## src/rtl/wb_stage_pipe_pkg.sv

```systemverilog
// Shared encodings for the write-back stage: load sizes, FSM states, link register.
package wb_stage_pipe_pkg;

    typedef enum logic [1:0] {
        SZ_BYTE = 2'b00,
        SZ_HALF = 2'b01,
        SZ_WORD = 2'b10
    } size_e;

    typedef enum logic {
        IDLE      = 1'b0,
        WAIT_LOAD = 1'b1
    } state_e;

    // Link register is all-ones; sliced down to the register-address width at use.
    localparam logic [31:0] LINK_REG = '1;

    function automatic logic misaligned(input logic [1:0] size, input logic [1:0] addr_lo);
        if (size[1])
            misaligned = (addr_lo != 2'b00);
        else if (size == SZ_HALF)
            misaligned = addr_lo[0];
        else
            misaligned = 1'b0;
    endfunction

endpackage

```

## src/rtl/wb_stage_pipe_load_filter.sv

```systemverilog
// Little-endian sub-word extraction and sign/zero extension of load data.
module load_filter
    import wb_stage_pipe_pkg::*;
#(
    parameter int NBITS = 32
) (
    input  logic [NBITS-1:0] i_rdata,
    input  logic [1:0]       i_size,
    input  logic [1:0]       i_addr_lo,
    input  logic             i_zero_extend,
    output logic [NBITS-1:0] o_data
);

    logic [7:0]  byte_v;
    logic [15:0] half_v;

    always_comb begin
        byte_v = i_rdata[{i_addr_lo, 3'b000} +: 8];
        half_v = i_rdata[{i_addr_lo[1], 4'b0000} +: 16];
        if (i_size[1])
            o_data = i_rdata;
        else if (i_size == SZ_HALF)
            o_data = {{(NBITS-16){~i_zero_extend & half_v[15]}}, half_v};
        else
            o_data = {{(NBITS-8){~i_zero_extend & byte_v[7]}}, byte_v};
    end

endmodule

```

## src/rtl/wb_stage_pipe.sv

```systemverilog
// MEM/WB write-back stage: result select, load wait with timeout, retire counter.
module wb_stage_pipe
    import wb_stage_pipe_pkg::*;
#(
    parameter int NBITS        = 32,
    parameter int REGS         = 5,
    parameter int CNTBITS      = 32,
    parameter int LOAD_TIMEOUT = 15
) (
    input  logic               i_clk,
    input  logic               i_rst_n,
    input  logic               i_valid,
    output logic               o_ready,
    input  logic               i_flush,
    input  logic               i_reg_write,
    input  logic               i_lui,
    input  logic [NBITS-1:0]   i_extend,
    input  logic               i_mem_to_reg,
    input  logic [1:0]         i_size,
    input  logic               i_zero_extend,
    input  logic [1:0]         i_addr_lo,
    input  logic [NBITS-1:0]   i_alu,
    input  logic               i_jal,
    input  logic [NBITS-1:0]   i_pc8,
    input  logic [REGS-1:0]    i_rd,
    input  logic               i_mem_rvalid,
    input  logic [NBITS-1:0]   i_mem_rdata,
    output logic               o_rf_we,
    output logic [REGS-1:0]    o_rf_waddr,
    output logic [NBITS-1:0]   o_rf_wdata,
    output logic [CNTBITS-1:0] o_retired,
    output logic               o_err_align,
    output logic               o_err_timeout
);

    localparam int TW = $clog2(LOAD_TIMEOUT + 1);
    localparam logic [TW-1:0] TCNT_LAST = TW'(LOAD_TIMEOUT - 1);

    state_e             state_q, state_d;
    logic               rf_we_q, rf_we_d;
    logic [REGS-1:0]    waddr_q, waddr_d;
    logic [NBITS-1:0]   wdata_q, wdata_d;
    logic [CNTBITS-1:0] retired_q, retired_d;
    logic               err_align_q, err_align_d;
    logic               err_to_q, err_to_d;
    logic [TW-1:0]      tcnt_q, tcnt_d;
    logic [1:0]         ld_size_q, ld_size_d;
    logic [1:0]         ld_addr_q, ld_addr_d;
    logic               ld_zext_q, ld_zext_d;
    logic [REGS-1:0]    ld_rd_q, ld_rd_d;
    logic               ld_we_q, ld_we_d;

    logic               accept, is_load;
    logic [REGS-1:0]    dest;
    logic [NBITS-1:0]   result, ld_data;

    // The filter only ever sees the controls captured when the load was accepted.
    load_filter #(.NBITS(NBITS)) u_filter (
        .i_rdata       (i_mem_rdata),
        .i_size        (ld_size_q),
        .i_addr_lo     (ld_addr_q),
        .i_zero_extend (ld_zext_q),
        .o_data        (ld_data)
    );

    assign o_ready = (state_q == IDLE);

    always_comb begin
        state_d     = state_q;
        rf_we_d     = 1'b0;
        waddr_d     = waddr_q;
        wdata_d     = wdata_q;
        retired_d   = retired_q;
        err_align_d = err_align_q;
        err_to_d    = err_to_q;
        tcnt_d      = tcnt_q;
        ld_size_d   = ld_size_q;
        ld_addr_d   = ld_addr_q;
        ld_zext_d   = ld_zext_q;
        ld_rd_d     = ld_rd_q;
        ld_we_d     = ld_we_q;

        accept  = i_valid && (state_q == IDLE) && !i_flush;
        is_load = i_mem_to_reg && !i_lui && !i_jal;
        dest    = i_jal ? LINK_REG[REGS-1:0] : i_rd;
        result  = i_jal ? i_pc8 : (i_lui ? i_extend : i_alu);

        case (state_q)
            IDLE: begin
                if (accept) begin
                    if (is_load && misaligned(i_size, i_addr_lo)) begin
                        err_align_d = 1'b1;
                        retired_d   = retired_q + 1'b1;
                    end else if (is_load) begin
                        state_d   = WAIT_LOAD;
                        tcnt_d    = '0;
                        ld_size_d = i_size;
                        ld_addr_d = i_addr_lo;
                        ld_zext_d = i_zero_extend;
                        ld_rd_d   = i_rd;
                        ld_we_d   = i_reg_write;
                    end else begin
                        retired_d = retired_q + 1'b1;
                        if (i_reg_write && dest != '0) begin
                            rf_we_d = 1'b1;
                            waddr_d = dest;
                            wdata_d = result;
                        end
                    end
                end
            end
            WAIT_LOAD: begin
                if (i_flush) begin
                    state_d = IDLE;
                    tcnt_d  = '0;
                end else if (i_mem_rvalid) begin
                    state_d   = IDLE;
                    tcnt_d    = '0;
                    retired_d = retired_q + 1'b1;
                    if (ld_we_q && ld_rd_q != '0) begin
                        rf_we_d = 1'b1;
                        waddr_d = ld_rd_q;
                        wdata_d = ld_data;
                    end
                end else if (tcnt_q == TCNT_LAST) begin
                    state_d   = IDLE;
                    tcnt_d    = '0;
                    err_to_d  = 1'b1;
                    retired_d = retired_q + 1'b1;
                end else begin
                    tcnt_d = tcnt_q + 1'b1;
                end
            end
            default: state_d = IDLE;
        endcase
    end

    always_ff @(posedge i_clk or negedge i_rst_n) begin
        if (!i_rst_n) begin
            state_q     <= IDLE;
            rf_we_q     <= 1'b0;
            waddr_q     <= '0;
            wdata_q     <= '0;
            retired_q   <= '0;
            err_align_q <= 1'b0;
            err_to_q    <= 1'b0;
            tcnt_q      <= '0;
            ld_size_q   <= '0;
            ld_addr_q   <= '0;
            ld_zext_q   <= 1'b0;
            ld_rd_q     <= '0;
            ld_we_q     <= 1'b0;
        end else begin
            state_q     <= state_d;
            rf_we_q     <= rf_we_d;
            waddr_q     <= waddr_d;
            wdata_q     <= wdata_d;
            retired_q   <= retired_d;
            err_align_q <= err_align_d;
            err_to_q    <= err_to_d;
            tcnt_q      <= tcnt_d;
            ld_size_q   <= ld_size_d;
            ld_addr_q   <= ld_addr_d;
            ld_zext_q   <= ld_zext_d;
            ld_rd_q     <= ld_rd_d;
            ld_we_q     <= ld_we_d;
        end
    end

    assign o_rf_we       = rf_we_q;
    assign o_rf_waddr    = waddr_q;
    assign o_rf_wdata    = wdata_q;
    assign o_retired     = retired_q;
    assign o_err_align   = err_align_q;
    assign o_err_timeout = err_to_q;

endmodule

```

## config.mk

```make
export PLATFORM = sky130hd
export DESIGN_NAME = wb_stage_pipe
export DESIGN_NICKNAME = d
export VERILOG_FILES = /design/src/rtl/wb_stage_pipe_pkg.sv /design/src/rtl/wb_stage_pipe_load_filter.sv /design/src/rtl/wb_stage_pipe.sv
export SDC_FILE = /design/constraint.sdc
export NUM_CORES = 1
export LEC_CHECK = 0
export BUFFER_PORTS_ARGS = -buffer_cell sky130_fd_sc_hd__buf_2
export CAP_MARGIN = 10
export CORE_AREA = 10 10 126 100
export CTS_CLUSTER_DIAMETER = 30
export DETAILED_ROUTE_END_ITERATION = 8
export DIE_AREA = 0 0 136 110
export GPL_TIMING_DRIVEN = 0
export PLACE_DENSITY = 0.86
export SETUP_SLACK_MARGIN = 0.5
export SLEW_MARGIN = 20
export SYNTH_ARGS = -nofsm -noshare
export SYNTH_HDL_FRONTEND = slang
export SYNTH_SLANG_ARGS = --single-unit
```

## constraint.sdc

```tcl
create_clock -name i_clk -period 3.9 [get_ports i_clk]
set_input_delay 0.39 -clock i_clk [delete_from_list [all_inputs] [get_ports i_clk]]
set_output_delay 0.39 -clock i_clk [all_outputs]
set_load 0.1 [all_outputs]
```

## Yosys cells after proc, flatten, opt, wreduce, memory -nomap -nowiden

Index checks and enable logic that the tools add are counted.

- Bits of input ports: 147
- Bits in registers: 88
- Output and inout port bits: 73

- Add/sub/neg operators: 2
- Eq/ne operators: 13
- Mux-type cells: 54
- Shift-type cells: 2
- Bitwise gates (word level): 7
- Reductions and logical operators: 19

Operators by type and width:

| operator | number |
|---|---|
| $mux W32 | 17 |
| $pmux W32 S2 | 2 |
| $mux W5 | 8 |
| $add A32 B1 Y32 const B | 1 |
| $shiftx A32 B6 Y16 | 1 |
| $shiftx A32 B6 Y8 | 1 |
| $mux W4 | 6 |
| $mux W1 | 17 |
| $reduce_and A4 Y1 | 3 |
| $pmux W5 S2 | 1 |
| $reduce_bool A5 Y1 | 2 |
| $ne A2 B1 Y1 const B | 4 |
| $ne A2 B2 Y1 const B | 4 |
| $pmux W4 S2 | 1 |
| $logic_and A1 B1 Y1 | 7 |
| $reduce_and A7 Y1 | 1 |
| $ne A3 B2 Y1 const B | 2 |
| $reduce_and A3 Y1 | 2 |
| $not A1 Y1 | 5 |
| $add A4 B1 Y4 const B | 1 |
| $eq A2 B1 Y1 const B | 2 |
| $eq A4 B4 Y1 const B | 1 |
| $pmux W1 S2 | 2 |
| $logic_not A1 Y1 | 3 |
| 2 further kinds | 3 |

## Longest topological paths before layout

Gate-level depths: netlist of run 1.

- Word-level depth: 9
- Gate-level depth with buffers: 8

## Cells and area by module

From an unflattened synthesis of run 1, not the netlist that was laid out.

- Cells, all modules: 580
- Area, all modules: 5416.4 µm²

Modules (own cells, without submodules):

| module | cells an instance | sequential area each (µm²) | times used | area each (µm²) |
|---|---|---|---|---|
| wb_stage_pipe | 486 | 2202.1 | 1 | 4737.0 |
| load_filter | 94 | 0.0 | 1 | 679.4 |

## Least setup slack after synthesis of run 1

Ideal clock, no wire load.

- Kind: reg-to-reg
- Start point: register retired_q[16], in the netlist o_retired[16]
- End point: register retired_q[29], in the netlist o_retired[29]
- Stages on the path, launching flop included: 6
- Path slack: 1431 ps
- Required time: 3738 ps
- Buffers on the path: 0
- Data arrival time: 2307 ps
- Library setup time: 162 ps
- Cell sequence: dfrtp_1 nand3_1 nor4_4 or4b_1 nor2_1 xor2_1

- Longest elaborated chain between the ends: 5
- Elaborated cells on any way between the ends: 8
- Those cells by class: add/sub: 1; mux: 7

RTL lines:

| item | RTL line | text |
|---|---|---|
| start, declared | wb_stage_pipe.sv:43 | `logic [CNTBITS-1:0] retired_q, retired_d;` |
| start signal, assigned | wb_stage_pipe.sv:158 | `retired_q <= retired_d;` |
| $add A32 B1 Y32 (*) | - |  |
| $mux W32 (on tied branches) | wb_stage_pipe.sv:125, wb_stage_pipe.sv:94 |  |
| $mux W32 (on tied branches) | wb_stage_pipe.sv:116, wb_stage_pipe.sv:91 |  |
| $mux W32 (on tied branches) | wb_stage_pipe.sv:113, wb_stage_pipe.sv:90 |  |
| $pmux W32 S2 (*) | wb_stage_pipe.sv:88 | `case (state_q)` |

Mark *: on every way between the ends. The rest lies on a longest branch, timed or not. The select of a mux whose other input is x is not followed.
A chain may end at the register's enable or synchronous reset.

## Worst setup path in the final report of run 1

- Start point: register state_q
- End point: output port o_ready

- Longest elaborated chain between the ends: 1

RTL lines:

| item | RTL line | text |
|---|---|---|
| start, declared | wb_stage_pipe.sv:39 | `state_e state_q, state_d;` |
| start signal, assigned | wb_stage_pipe.sv:154 | `state_q <= state_d;` |
| $not A1 Y1 (no line) | - |  |
| end, declared | wb_stage_pipe.sv:13 | `output logic o_ready,` |

Every way passes these cells.

==> impl_metrics.ini, run 1 <==
[synth]
synth_nets = 700
syn_inst = 550
synth_enable_flop_cells = 0
synth_top_cell_by_area = dfrtp_1
yosysTopAreaCellShare_pct = 42.0
syn_area_per_cell_um2 = 9.54
async_reset_ff_share_pct = 100
yosysMostFrequentCell = dfrtp_1
yosys_warnings = 0
synth-seq-cells = 88
synthTopCellsByArea = dfrtp_1 42%, mux2_2 7.3%, mux2i_1 6.5%, nand2_1 5.4%, o21ai_0 4.4%
ys_types = 55
synth-seq-area-share_pct = 42.0
ys.flop_type = dfrtp_1
synthTopCellsByCount = 88 x dfrtp_1, 75 x nand2_1, 46 x o21ai_0
syn_area_um2 = 5250

[worst_setup_path]
rrSetupSlack_ps = 1670
cp-start-kind = flop
path_max_fanout = 10
crit_type = flop to output port
endpoint = o_ready
crit_start = state_q
rr_endpoint = o_rf_wdata[14]
reg2reg_depth = 6
r2r-start = state_q
worstPathArrival_ps = 2000
cp-end-kind = output port
critPathRequiredTime_ps = 3510

[power_and_ir_drop]
p_total_mw = 3.60
vdd_ir_drop_max_uv = 340
total_leakage_power_nw = 3.44
powerDensity_nw_per_um2 = 525

[timing]
tns_ps = 0
clock_skew_ps = 5.11
slew_headroom_pct = 52.6
finalHoldViolCount = 0
fmaxAchievable_mhz = 418
timing.final.crit_share_pct = 61.3
rsz0062_at_grt = no
slew_violations = 0
setup_viol = 0
tightest_slew_ps = 703
layout_min_cycle_time_ps = 2390

[global_routing]
grt_max_degree = 53
overflow = 0
grt_pass1_wl_um = 29600
grt_usage_pct = 25.0
antenna_found_initial = 5
grt_pass1_vias = 5552

[cts]
htreeDepth = 3
worstSkewPairLatency_ps = 340
cts_hold_buf = 0
cts_made_buffers = 9
root_buffer = clkbuf_16
clk_path_buf_depth = 2
ctsResizeCount = 0
cts_tree = done
post_cts_buffers = 0
cts_sinks = 88
clk_pin_slew_ps = 70

[layout]
fin_nets = 929
drive_above_1_share_pct = 37.1
design_area_um2 = 6850
syn_to_final_growth_pct = 30.4

[floorplan]
fp.dieW_um = 136
initial_core_util_pct = 52.2
ioPinCount = 220
die_y_um = 110
fp.dieArea_um2 = 15000
core-area_um2 = 10000
num_rows = 32

[drt]
drc_errors = 0
finalWirelength_um = 18800
drt_pass1_iterations = 5
vias = 5285
wl_per_cell_um = 20.3
vias_per_cell = 5.71
first_iter_violations = 482
ant_nets = 0

[flow_run]
timing.max_cap.violations = 0

[place]
io_buffers = 217
dp_hpwl_um = 15200
place_area_um2 = 6530
place_congestion = 0.943

[hold_path]
min_path_type = primary input to async pin

[outcome]
outcome = finished clean
[area by class of cell]
type                            count  area [um^2]
Clock buffer                        9          225
Antenna cell                        6         15.0
Clock inverter                      7         71.3
Fill cell                         806         3200
Buffer                             36          148
Timing Repair Buffer              218         1120
Tap cell                          136          170
Sequential cell                    88         2200
Inverter                            5         18.8
Multi-Input combinational cell    421         2880
[sequential cells by signal (all words and copies together), names as in the netlist]
register and count:
o_rf_wdata 32, ld_rd_q 5, ld_zext_q 1, o_rf_we 1
ld_size_q 2, tcnt_q 4, o_rf_waddr 5, ld_addr_q 2
o_err_timeout 1, ld_we_q 1, o_err_align 1, state_q 1
o_retired 32
[cell families (layout without fill, tap and decap cells)]
kind of cell / Yosys count / count (layout) / synth area share, %
other cells: 0 / 6 / 0
compound gates: 140 / 140 / 17.0
simple gates: 176 / 176 / 17.3
buf+inv: 41 / 275 / 3.17
fa+ha+maj: 3 / 3 / 0.715
flops: 88 / 88 / 42.0
xor+xnor: 31 / 31 / 5.17
mux: 71 / 71 / 14.6
[worst min path at each step]
stage	startpoint	to	slack, ps	depth (start not counted)
2_1_floorplan	i_rst_n	ld_addr_q[0]	90	0
3_3_place_gp	o_retired[31]	o_retired[31]	450	1
3_5_place_dp	i_rst_n	o_rf_wdata[25]	400	1
4_1_cts	i_rst_n	o_rf_wdata[29]	30	1
5_1_grt	i_rst_n	o_rf_wdata[25]	60	1
6_report	i_rst_n	o_rf_wdata[25]	30	1
[power by group]
group | switching, mW | leakage [nW] | internal [mW] | total [mW]
clock | 0.376 | 0.150 | 0.498 | 0.873
sequential | 0.0995 | 1.12 | 1.05 | 1.15
combinational | 1.23 | 2.17 | 0.347 | 1.57
total | 1.70 | 3.44 | 1.89 | 3.60
[metal layers]
| metal | vias to the layer above | global-route usage, % | part of all wire (%) |
|---|---|---|---|
| met5 | - | 0 | 0 |
| met4 | 0 | 9.64 | 3.1 |
| met3 | 51 | 6.51 | 8.7 |
| met2 | 260 | 41.6 | 47 |
| met1 | 2528 | 30.9 | 41 |
| li1 | 2446 | - | - |
[worst max-delay path: stages, from the launching register on]
cell and delay, ps:
dfrtp_1 370, buf_2 200, inv_1 140, clkbuf_1 420, buf_2 530
[per-stage QoR]
step / util (%) / hold WS [ps] / instances / setup slack (ps)
after floorplan: - / 94.4 / 550 / 1430
after global placement: 64.7 / 451 / 903 / 1550
after detailed placement: 65.0 / 396 / 904 / 1520
after CTS: 68.0 / 30.8 / 920 / 1520
after global routing: 68.1 / 57.2 / 924 / 1400
final: 68.1 / 25.2 / 926 / 1510
[placed cells by master (no fill, tap or decap), drive strengths merged, types with 10 or more instances in the layout]
cell type / instances
nand2: 75
o21ai: 53
nor2: 27
a21oi: 27
clkbuf: 34
mux2i: 34
mux2: 36
a22o: 16
xnor2: 23
nand3: 18
buf: 229
and2: 10
dfrtp: 88
No activity file was read; power rests on OpenSTA's default activity.
==> inputs of run 2 (changes only) <==
- CORE_AREA: 10 10 126 100 -> 10 10 131 103
- DIE_AREA: 0 0 136 110 -> 0 0 141 113
- PLACE_DENSITY: 0.86 -> 0.8
- clock period: 3.9 -> 2.3 ns (I/O delays scaled with it)
==> run 2 against run 1 <==
Compared with the run above:
- worst setup slack got worse by 1100 ps
- design area increased by 8.7%
- clock skew increased by 2.6 ps
- combinational power increased by 76%
- sequential power increased by 73%
- sequential cell count unchanged
- clock power increased by 71%
- non-clock buffer count increased by 32
==> impl_metrics.ini, run 2 (synthesis results as in run 1) <==
[worst_setup_path]
cp-end-kind = flop
slowest_delay_ps = 580
path_max_fanout = 5
cp-start-kind = flop
worstPathArrival_ps = 2160
crit_start = tcnt_q[0]
critPathRequiredTime_ps = 2550
crit_chain = inv_2 > ha_4 > and3_4 > o2111ai_4 > or4b_4 > nor2_4 > xor2_1
crit_type = flop to flop
r2r-start = tcnt_q[0]
crit_slowest_cell = or4b_4

[floorplan]
fp.dieArea_um2 = 15900
num_rows = 33
ioPinCount = 220
die_y_um = 113
initial_core_util_pct = 48.5
core-area_um2 = 10800
fp.dieW_um = 141

[timing]
hold_ws_ps = 135
slew_headroom_pct = 50.4
rsz0062_at_grt = yes
finalHoldViolCount = 0
clock_skew_ps = 7.66
layout_min_cycle_time_ps = 1910
fmaxAchievable_mhz = 524
timing.final.crit_share_pct = 83.0
slew_violations = 0
tns_ps = 0
setup_viol = 0
tightest_slew_ps = 745

[place]
dp_hpwl_um = 14900
dp_cells = 908
place_congestion = 0.968
io_buffers = 217

[layout]
utilization_pct = 68.8
stdcell_count = 960
multi_input_area_um2 = 3070
syn_to_final_growth_pct = 41.8
mostFrequentLayoutCells = 220 x buf_2, 73 x nand2_1, 60 x dfrtp_1
nFillCells = 837
final_common_cell = buf_2
seq_area_um2 = 2290
drive_above_1_share_pct = 47.5
fin_nets = 961

[power_and_ir_drop]
total_leakage_power_nw = 3.62
pwr-share-comb_pct = 44.3
vdd_ir_drop_max_uv = 547
intPower_mw = 3.35
clock_power_share_pct = 23.8
p_total_mw = 6.23
switchingPower_mw = 2.89
powerDensity_nw_per_um2 = 837
p_sw_share_pct = 46.3
pwr-share-seq_pct = 31.9

[cts]
cts_made_buffers = 9
worstSkewPairLatency_ps = 340
cts_sinks = 88
htreeDepth = 3
clk_pin_slew_ps = 60
cts_tree = done
root_buffer = clkbuf_16
clk_path_buf_depth = 2

[drt]
drc_errors = 0
finalWirelength_um = 19600
first_iter_violations = 494
vias_per_cell = 5.80
drt_pass1_iterations = 5
wl_per_cell_um = 20.5
ant_nets = 0
vias = 5566

[global_routing]
grt_pass1_wl_um = 29500
grt_max_degree = 52
grt_pass1_vias = 5547
overflow = 0
antenna_found_initial = 5
grt_usage_pct = 23.0

[flow_run]
timing.max_cap.violations = 0

[outcome]
outcome = finished clean

[hold_path]
min_from = i_zero_extend
min_path_type = primary input to flop
## run 2: critical path: cells and delay by family (launching register included)
kind	cells	cell delay (ps)
AND/OR/NAND/NOR	3	940
buffers and inverters	1	70
XOR/XNOR	1	150
adder cells (fa/ha/maj)	1	120
flip-flops	1	400
AO/OA/AOI/OAI	1	140
## run 2: area by class of cell
class	instances	area share [%]
tap	140	2.35
buffer	36	2.52
timing repair buffer	250	18.7
clock buffer	13	3.50
multi-input combinational	421	41.2
sequential	88	30.8
clock inverter	3	0.538
antenna	4	0.135
inverter	5	0.252
## run 2: worst paths after layout
kind | end | slack (ps) | depth (start not counted)
min in group asynchronous | ld_addr_q[1] | 420 | 2
max in group asynchronous | o_retired[8] | 1190 | 3
hold reg to reg | o_retired[31] | 470 | 1
hold / removal | ld_zext_q | 140 | 2
setup / recovery | o_retired[29] | 390 | 7
setup reg to reg | o_retired[29] | 390 | 7
## run 2: per-layer routing
metal,global-route usage [%],vias to the layer above,share of wire (%)
li1,-,2519,-
met4,8.72,2,2.9
met3,7.02,56,9.8
met2,37.9,301,48
met5,0,-,0.066
met1,27.8,2688,39
## run 2: what timing repair did
action                                  CTS  global route
gates resized for setup                  21            56
hold endpoints to repair                 37             0
setup buffers                            14            17
endpoints found under the setup margin   62            64
pin swaps                                 5            16
hold buffers                              1             0
## run 2: through the flow
step                      area, um^2  setup WS (ps)
after floorplan                 5370            308
after global placement          6630          -25.2
after detailed placement        6660            119
after CTS                       7140            448
after global routing            7440            338
final                           7440            391
## run 2: power groups by stage
stage / combinational, mW / sequential [mW] / clock, mW
2_1_floorplan: 0.656 / 3.37 / 0
3_3_place_gp: 2.60 / 1.98 / 0
3_5_place_dp: 2.64 / 2.00 / 0
4_1_cts: 2.69 / 1.98 / 1.51
5_1_grt: 2.89 / 2.01 / 1.57
6_report: 2.76 / 1.99 / 1.49
